### src/rtl/uart_tx_fifo_if.sv
// Valid/ready word handshake between a word source and the UART transmitter FIFO.
interface uart_tx_fifo_if #(
    parameter int DATA_WIDTH_P = 8
);
    logic [DATA_WIDTH_P-1:0] data_i;
    logic                    t_valid_i;
    logic                    t_ready_o;

    modport master (output data_i, output t_valid_i, input t_ready_o);
    modport slave  (input data_i, input t_valid_i, output t_ready_o);
endinterface

### src/rtl/uart_tx_fifo.sv
// UART transmitter with an input FIFO: start bit, LSB-first data, optional parity,
// 1 or 2 stop bits, bit period latched per frame from prescale_i.
module uart_tx_fifo #(
    parameter int DATA_WIDTH_P = 8,
    parameter int DEPTH_P      = 4,
    parameter int PARITY_P     = 0,
    parameter int STOP_BITS_P  = 1,
    parameter int PRESCALE_W_P = 16
) (
    input  logic                         clk,
    input  logic                         rst,
    uart_tx_fifo_if.slave                t_if,
    input  logic [PRESCALE_W_P-1:0]      prescale_i,
    output logic                         tx_o,
    output logic                         busy_o,
    output logic [$clog2(DEPTH_P+1)-1:0] fifo_count_o
);
    localparam int PTR_W = $clog2(DEPTH_P);
    localparam int CNT_W = $clog2(DEPTH_P + 1);
    localparam int BIT_W = 4;
    localparam logic [CNT_W-1:0] FULL_C      = CNT_W'(DEPTH_P);
    localparam logic [BIT_W-1:0] LAST_DATA_C = BIT_W'(DATA_WIDTH_P - 1);
    localparam logic [BIT_W-1:0] LAST_STOP_C = BIT_W'(STOP_BITS_P - 1);

    typedef enum logic [2:0] {
        ST_IDLE   = 3'd0,
        ST_START  = 3'd1,
        ST_DATA   = 3'd2,
        ST_PARITY = 3'd3,
        ST_STOP   = 3'd4
    } state_t;

    function automatic logic parity_bit(input logic [DATA_WIDTH_P-1:0] word);
        logic p;
        p = ^word;
        return (PARITY_P == 2) ? ~p : p;
    endfunction

    logic [DATA_WIDTH_P-1:0] mem_r [DEPTH_P];
    logic [PTR_W-1:0]        wr_ptr_r;
    logic [PTR_W-1:0]        rd_ptr_r;
    logic [CNT_W-1:0]        count_r;
    logic                    ready_s;
    logic                    push_s;
    logic                    pop_s;
    logic                    empty_s;
    logic [DATA_WIDTH_P-1:0] head_s;
    logic [PRESCALE_W_P-1:0] p_in_s;

    state_t                  state_r, state_nxt_s;
    logic [PRESCALE_W_P-1:0] cnt_r, cnt_nxt_s;
    logic [PRESCALE_W_P-1:0] p_r, p_nxt_s;
    logic [BIT_W-1:0]        bit_cnt_r, bit_cnt_nxt_s;
    logic [DATA_WIDTH_P-1:0] shift_r, shift_nxt_s;
    logic                    par_r, par_nxt_s;
    logic                    tx_r, tx_nxt_s;
    logic                    busy_r, busy_nxt_s;
    logic                    baud_done_s;
    logic                    load_s;

    assign ready_s        = (count_r != FULL_C);
    assign t_if.t_ready_o = ready_s;
    assign push_s         = t_if.t_valid_i && ready_s;
    assign empty_s        = (count_r == {CNT_W{1'b0}});
    assign head_s         = mem_r[rd_ptr_r];
    assign p_in_s         = (prescale_i == {PRESCALE_W_P{1'b0}}) ?
                            {{(PRESCALE_W_P-1){1'b0}}, 1'b1} : prescale_i;
    assign baud_done_s    = (cnt_r == p_r - {{(PRESCALE_W_P-1){1'b0}}, 1'b1});
    assign pop_s          = load_s;

    assign tx_o         = tx_r;
    assign busy_o       = busy_r;
    assign fifo_count_o = count_r;

    // FIFO storage write; contents need no reset since the pointers define validity.
    always_ff @(posedge clk) begin
        if (push_s) begin
            mem_r[wr_ptr_r] <= t_if.data_i;
        end
    end

    // FIFO pointers and occupancy.
    always_ff @(posedge clk) begin
        if (rst) begin
            wr_ptr_r <= {PTR_W{1'b0}};
            rd_ptr_r <= {PTR_W{1'b0}};
            count_r  <= {CNT_W{1'b0}};
        end else begin
            if (push_s) begin
                wr_ptr_r <= wr_ptr_r + PTR_W'(1'b1);
            end
            if (pop_s) begin
                rd_ptr_r <= rd_ptr_r + PTR_W'(1'b1);
            end
            case ({push_s, pop_s})
                2'b10:   count_r <= count_r + CNT_W'(1'b1);
                2'b01:   count_r <= count_r - CNT_W'(1'b1);
                default: count_r <= count_r;
            endcase
        end
    end

    // Frame sequencer next state; tx and busy are computed one edge ahead so they leave registered.
    always_comb begin
        state_nxt_s   = state_r;
        cnt_nxt_s     = cnt_r;
        p_nxt_s       = p_r;
        bit_cnt_nxt_s = bit_cnt_r;
        shift_nxt_s   = shift_r;
        par_nxt_s     = par_r;
        tx_nxt_s      = tx_r;
        busy_nxt_s    = busy_r;
        load_s        = 1'b0;

        case (state_r)
            ST_IDLE: begin
                tx_nxt_s   = 1'b1;
                busy_nxt_s = 1'b0;
                load_s     = !empty_s;
            end
            ST_START: begin
                if (baud_done_s) begin
                    cnt_nxt_s     = {PRESCALE_W_P{1'b0}};
                    bit_cnt_nxt_s = {BIT_W{1'b0}};
                    tx_nxt_s      = shift_r[0];
                    shift_nxt_s   = {1'b0, shift_r[DATA_WIDTH_P-1:1]};
                    state_nxt_s   = ST_DATA;
                end else begin
                    cnt_nxt_s = cnt_r + PRESCALE_W_P'(1'b1);
                end
            end
            ST_DATA: begin
                if (baud_done_s) begin
                    cnt_nxt_s = {PRESCALE_W_P{1'b0}};
                    if (bit_cnt_r == LAST_DATA_C) begin
                        bit_cnt_nxt_s = {BIT_W{1'b0}};
                        if (PARITY_P != 0) begin
                            tx_nxt_s    = par_r;
                            state_nxt_s = ST_PARITY;
                        end else begin
                            tx_nxt_s    = 1'b1;
                            state_nxt_s = ST_STOP;
                        end
                    end else begin
                        bit_cnt_nxt_s = bit_cnt_r + BIT_W'(1'b1);
                        tx_nxt_s      = shift_r[0];
                        shift_nxt_s   = {1'b0, shift_r[DATA_WIDTH_P-1:1]};
                    end
                end else begin
                    cnt_nxt_s = cnt_r + PRESCALE_W_P'(1'b1);
                end
            end
            ST_PARITY: begin
                if (baud_done_s) begin
                    cnt_nxt_s     = {PRESCALE_W_P{1'b0}};
                    bit_cnt_nxt_s = {BIT_W{1'b0}};
                    tx_nxt_s      = 1'b1;
                    state_nxt_s   = ST_STOP;
                end else begin
                    cnt_nxt_s = cnt_r + PRESCALE_W_P'(1'b1);
                end
            end
            ST_STOP: begin
                if (baud_done_s) begin
                    cnt_nxt_s = {PRESCALE_W_P{1'b0}};
                    if (bit_cnt_r == LAST_STOP_C) begin
                        // A queued word chains straight into its start bit with no idle gap.
                        load_s      = !empty_s;
                        tx_nxt_s    = 1'b1;
                        busy_nxt_s  = 1'b0;
                        state_nxt_s = ST_IDLE;
                    end else begin
                        bit_cnt_nxt_s = bit_cnt_r + BIT_W'(1'b1);
                    end
                end else begin
                    cnt_nxt_s = cnt_r + PRESCALE_W_P'(1'b1);
                end
            end
            default: begin
                tx_nxt_s    = 1'b1;
                busy_nxt_s  = 1'b0;
                state_nxt_s = ST_IDLE;
            end
        endcase

        if (load_s) begin
            shift_nxt_s = head_s;
            par_nxt_s   = parity_bit(head_s);
            p_nxt_s     = p_in_s;
            cnt_nxt_s   = {PRESCALE_W_P{1'b0}};
            tx_nxt_s    = 1'b0;
            busy_nxt_s  = 1'b1;
            state_nxt_s = ST_START;
        end else begin
            p_nxt_s = p_r;
        end
    end

    // Frame sequencer state register; reset aborts any frame in flight.
    always_ff @(posedge clk) begin
        if (rst) begin
            state_r   <= ST_IDLE;
            cnt_r     <= {PRESCALE_W_P{1'b0}};
            p_r       <= {{(PRESCALE_W_P-1){1'b0}}, 1'b1};
            bit_cnt_r <= {BIT_W{1'b0}};
            shift_r   <= {DATA_WIDTH_P{1'b0}};
            par_r     <= 1'b0;
            tx_r      <= 1'b1;
            busy_r    <= 1'b0;
        end else begin
            state_r   <= state_nxt_s;
            cnt_r     <= cnt_nxt_s;
            p_r       <= p_nxt_s;
            bit_cnt_r <= bit_cnt_nxt_s;
            shift_r   <= shift_nxt_s;
            par_r     <= par_nxt_s;
            tx_r      <= tx_nxt_s;
            busy_r    <= busy_nxt_s;
        end
    end

endmodule

### src/flat_wrapper.sv
// flat-port wrapper written by rule: the top's interface ports become plain ports
module uart_tx_fifo_flat 
#(
    parameter int DATA_WIDTH_P = 8,
    parameter int DEPTH_P      = 4,
    parameter int PARITY_P     = 0,
    parameter int STOP_BITS_P  = 1,
    parameter int PRESCALE_W_P = 16
)
  (clk, rst, prescale_i, tx_o, busy_o, fifo_count_o, t_if_data_i, t_if_t_valid_i, t_if_t_ready_o);
  uart_tx_fifo_if #(.DATA_WIDTH_P(DATA_WIDTH_P)) t_if_i ();
  input  logic clk;
  input  logic rst;
  input  logic [PRESCALE_W_P-1:0] prescale_i;
  output logic tx_o;
  output logic busy_o;
  output logic [$clog2(DEPTH_P+1)-1:0] fifo_count_o;
  input wire logic [$bits(t_if_i.data_i)-1:0] t_if_data_i;
  input wire logic [$bits(t_if_i.t_valid_i)-1:0] t_if_t_valid_i;
  output wire logic [$bits(t_if_i.t_ready_o)-1:0] t_if_t_ready_o;
  assign t_if_i.data_i = t_if_data_i;
  assign t_if_i.t_valid_i = t_if_t_valid_i;
  assign t_if_t_ready_o = t_if_i.t_ready_o;
  uart_tx_fifo #(.DATA_WIDTH_P(DATA_WIDTH_P), .DEPTH_P(DEPTH_P), .PARITY_P(PARITY_P), .STOP_BITS_P(STOP_BITS_P), .PRESCALE_W_P(PRESCALE_W_P)) u_core (.clk(clk), .rst(rst), .t_if(t_if_i), .prescale_i(prescale_i), .tx_o(tx_o), .busy_o(busy_o), .fifo_count_o(fifo_count_o));
endmodule
### config.mk
export PLATFORM = sky130hd
export DESIGN_NAME = uart_tx_fifo_flat
export DESIGN_NICKNAME = d
export VERILOG_FILES = /design/src/rtl/uart_tx_fifo_if.sv /design/src/rtl/uart_tx_fifo.sv /design/src/flat_wrapper.sv
export SDC_FILE = /design/constraint.sdc
export NUM_CORES = 1
export LEC_CHECK = 0
export ABC_CLOCK_PERIOD_IN_PS = 4900
export CAP_MARGIN = 20
export CORE_MARGIN = 2
export CORE_UTILIZATION = 25
export CTS_CLUSTER_SIZE = 10
export DETAILED_ROUTE_END_ITERATION = 16
export DONT_BUFFER_PORTS = 1
export GPL_TIMING_DRIVEN = 0
export PLACE_DENSITY = 0.42
export SLEW_MARGIN = 40
export SYNTH_ARGS = -nofsm -noshare
export SYNTH_HDL_FRONTEND = slang
export SYNTH_SLANG_ARGS = --single-unit
### constraint.sdc
create_clock -name clk -period 4.9 [get_ports clk]
set_input_delay 0.98 -clock clk [delete_from_list [all_inputs] [get_ports clk]]
set_output_delay 0.98 -clock clk [all_outputs]
set_load 0.02 [all_outputs]
==> results by stage <==
Setup path:
- The worst path buffer plus inverter count is 3.
- The family of cells with the greatest summed delay on the critical path is simple AND/OR/NAND/NOR gates.
- The startpoint identified for the worst register-to-register timing path is u_core.p_r[5].
- The slowest stage of the critical path is the sky130_fd_sc_hd__or4_4 cell.
- The critical path is of the reg2reg type.
- The critical path startpoint category is a flip-flop.
- Tracing the worst setup path back leads to its startpoint at u_core.p_r[5].
- STA classifies the critical path endpoint as a flip-flop.
- In this design, the stage delay of the slowest critical-path cell is 0.54 ns.
- STA puts the critical path data arrival time at 4.76 ns.
- At the worst endpoint, the required time is 5.17 ns.
- Of all nets on the critical path, the largest fanout is 17.
- The critical path goes through buf_6, or4_4, or2_1, or4_4, a2111o_1, nor4_4, nor2_1, inv_1, ha_1, inv_1, fa_1, xor2_1, or3_1, a21oi_1.

Clocking:
- TritonCTS built the clock tree.
- The clock sink total is 90.
- The clock latency of the later-clocked register in the worst-skew pair is 0.34 ns.
- The clock transition at the register clock pins on the worst setup and hold paths after CTS is 0.07 ns.
- The largest buffer count on any clock path is 2.
- Post-CTS timing repair inserted 0 buffers for setup.
- The tree is rooted in a sky130_fd_sc_hd__clkbuf_16.
- The total clock buffers created by CTS is 9.
- CTS built an H-tree with a depth of 3.

Synth:
- The dominant synthesized flop cell is sky130_fd_sc_hd__dfxtp_1.
- The cell area that synthesis handed to floorplanning was 4350 um2.
- The sequential fraction of the synthesis area is 0.488.
- Of the total synthesized cell area, the portion taken by AND, OR, NAND and NOR gates is 0.204.
- The adder-cell share of the synthesized area is 0.0305.
- The compound-gate portion of the synthesized area came to 0.0941.
- The total of flip-flops plus latches after synthesis is 90.
- In the synthesized netlist the async set-or-reset flop fraction comes to 0.
- In this run the mean area of a mapped cell was 10.1 um2.
- Of the total synthesized cell area, the portion taken by XOR and XNOR cells is 0.0941.
- After synthesis, the netlist uses 52 different library cells.
- Counting every net in the synthesized netlist gives 466.
- Of the post-synthesis cell area, the part taken by muxes is 0.0506.
- The Yosys warning count is 0.
- The number of cells produced by synthesis is 429.
- After synthesis, the largest family of logic cells by area is simple AND/OR/NAND/NOR gates.
- The number of flops mapped to enable cells by yosys is 32.

Place:
- The global placer's final weighted congestion is 0.835.
- The count of buffers added on input and output ports is 0.
- The post-detailed-placement half-perimeter wirelength is 7.62 mm.
- The placement-stage worst setup slack is 0.144 ns.
- The instance area after placement is 4630 um2.

Power:
- Of the total power, the share spent switching nets is 0.407.
- The static leakage is 1.70 nW.
- The power density over cell area is 624 nW/um2.
- The sequential cell fraction of total power is 0.354.
- Of the total power, combinational logic draws 0.430.
- For this design the total switching power over the nets is 0.00125 W.
- The cell-internal power is 0.00182 W.
- The worst-case IR drop observed on VDD is 0.000226 V.
- The share of total power dissipated in the clock network is 0.216.

Route:
- The routed layout has 3065 vias.
- Dividing the detail-routed via count by the number of cells gives 4.58.
- The count of nets left with antenna violations once routing finished came out at 0.
- Wires add up to 10.1 mm.
- The average wire per standard cell is 15.1 um.
- The remaining routing DRC violations is 0.
- The first detailed-routing pass took 4 iterations.
- The first routing iteration left 114 violations.

STA:
- Setup repair after global routing left no endpoint under its margin.
- The number of failing hold endpoints at the final stage is 0.
- The final hold slack is 0.450 ns.
- The max-slew violation count is 0.
- Measured against its own limit, the worst slew margin works out to 0.193.
- The minimum setup slack in the final design is 0.403 ns.
- The portion of the clock cycle consumed by the worst path in the final layout is 0.918.
- At the pin with the least slew margin, the transition time is 1.21 ns.
- The number of setup violations in the final report is 0.
- The final critical delay including setup and external delays is 4.50 ns.
- Summed over all failing endpoints, the final setup total negative slack is 0 ns.
- Between clock sinks in the finished design, the worst skew comes to 0.00679 ns.
- Derived from the worst setup path, the maximum achievable clock frequency is 222 MHz.

Min path:
- The worst hold path begins at u_core.shift_r[6].
- The worst min-delay path category is reg2reg.

Floorplanning:
- The die covers 18500 um2.
- The initial core utilization is 0.253.
- The core region is 17200 um2.
- The chip height is 136 um.
- The initialized floorplan defines 48 standard-cell rows.
- The floorplan step set the die width to 136 um.
- 33 I/O pins were placed.

Global routing:
- For this run, the total global-route usage over all layers was measured as 0.115.
- The maximum number of pins on one net before global-route repair is 18.
- The first global-routing pass estimated 16.0 mm of wire.
- The via count of the first global-routing pass is 3023.
- The initial antenna violation count is 0.
- The remaining global-route overflow is 0.

Layout:
- At the end of the flow, the number of nets in the layout was 476.
- The area of combinational cells with multiple inputs is 2080 um2.
- After routing the design area is 4930 um2.
- The top cell types in the final layout, fill and taps aside, are sky130_fd_sc_hd__nor2_1 (58), sky130_fd_sc_hd__dfxtp_1 (58), sky130_fd_sc_hd__edfxtp_1 (32).
- The repair_antennas step left the layout with diodes totalling 0.
- The register area is 2120 um2.
- The ratio of cells with drive above 1 in the final layout is 0.0946.
- The growth of design area from synthesis to finish is 13.3%.
- The layout filler cell count is 1823.

Run status:
- The run finished with clean final reports.

Flow run:
- The number of violations of the max-capacitance limit is 0.
-- routing by layer --
layer / track usage / share of wire
met4: 0.0498 / 0.013
met2: 0.186 / 0.48
met3: 0.0302 / 0.038
met5: 0 / 0
met1: 0.146 / 0.47
-- Yosys cell counts, drive strengths merged, types with 2 or more instances --
library cell	count	area, um2
xor2	19	166
o21ai	21	105
and3	7	43.8
and2	3	21.3
a41oi	2	17.5
a2111oi	6	90.1
or4	6	56.3
nand4	5	31.3
mux4	8	180
clkbuf	11	41.3
dfxtp	58	1160
or3	2	12.5
o31ai	3	22.5
nand2	27	101
xnor2	25	219
o21bai	2	15.0
nand3b	2	15.0
inv	21	78.8
edfxtp	32	961
a21oi	15	75.1
buf	7	48.8
mux2i	4	40.0
or4b	3	30.0
or2	4	25.0
nor3b	4	30.0
o211ai	2	15.0
nor3	9	45.0
nand3	30	150
ha	9	113
nor4	9	68.8
nor2	58	218
-- cell families after synthesis --
family,Yosys count
xor+xnor,45
simple gates,174
compound gates,59
buf+inv,39
flops,90
mux,12
fa+ha+maj,10
-- power by group through the flow --
stage / combinational, W / sequential (W) / clock (W)
5_1_grt: 0.00147 / 0.00111 / 0.000717
6_report: 0.00132 / 0.00109 / 0.000665
2_1_floorplan: 0.00101 / 0.00106 / 0
4_1_cts: 0.00130 / 0.00109 / 0.000688
3_5_place_dp: 0.00129 / 0.00111 / 0
3_3_place_gp: 0.00128 / 0.00111 / 0
-- worst paths after layout --
path,to,slack (ns),depth (start not counted)
setup / recovery,u_core.fifo_count_o[2],0.40,14
hold reg to reg,u_core.shift_r[6],0.45,2
setup reg to reg,u_core.fifo_count_o[2],0.40,14
hold / removal,u_core.shift_r[6],0.45,2
-- flip-flops by register name (all words and copies together), names as in the netlist, 2 cells and up, named ones only --
| register | cells |
|---|---|
| u_core.mem_r | 32 |
| u_core.cnt_r | 16 |
| u_core.p_r | 16 |
| u_core.shift_r | 8 |
| u_core.bit_cnt_r | 4 |
| u_core.fifo_count_o | 3 |
| u_core.state_r | 3 |
| u_core.rd_ptr_r | 2 |
| u_core.wr_ptr_r | 2 |
-- worst register-to-register path, delay by kind of cell (launching register included) --
family                     cells  cell delay, ns
buffers and inverters          3            0.36
adders and majority gates      2            0.56
AOI/OAI and AO/OA              2            0.66
and+or+nand+nor                6            2.38
DFF                            1            0.31
xor gates and xnor gates       1            0.16
-- area by class of cell --
cell class	count	share of cell area
tap	225	0.0571
clock inverter	7	0.0119
sequential	90	0.431
buffer	17	0.0175
inverter	21	0.0160
multi-input combinational	300	0.421
clock buffer	9	0.0457
-- metrics by stage --
stage / util / cells / total power [W]
2_1_floorplan: - / 429 / 0.00206
3_3_place_gp: 0.270 / 654 / 0.00238
3_5_place_dp: 0.270 / 654 / 0.00240
4_1_cts: 0.286 / 670 / 0.00308
5_1_grt: 0.287 / 669 / 0.00330
6_report: 0.287 / 669 / 0.00307
-- timing repair --
action,4_1_cts,5_1_grt
setup endpoints to repair,0,1
hold buffers,0,0
gates resized for setup,0,1
(Power assumes the default switching activity.)
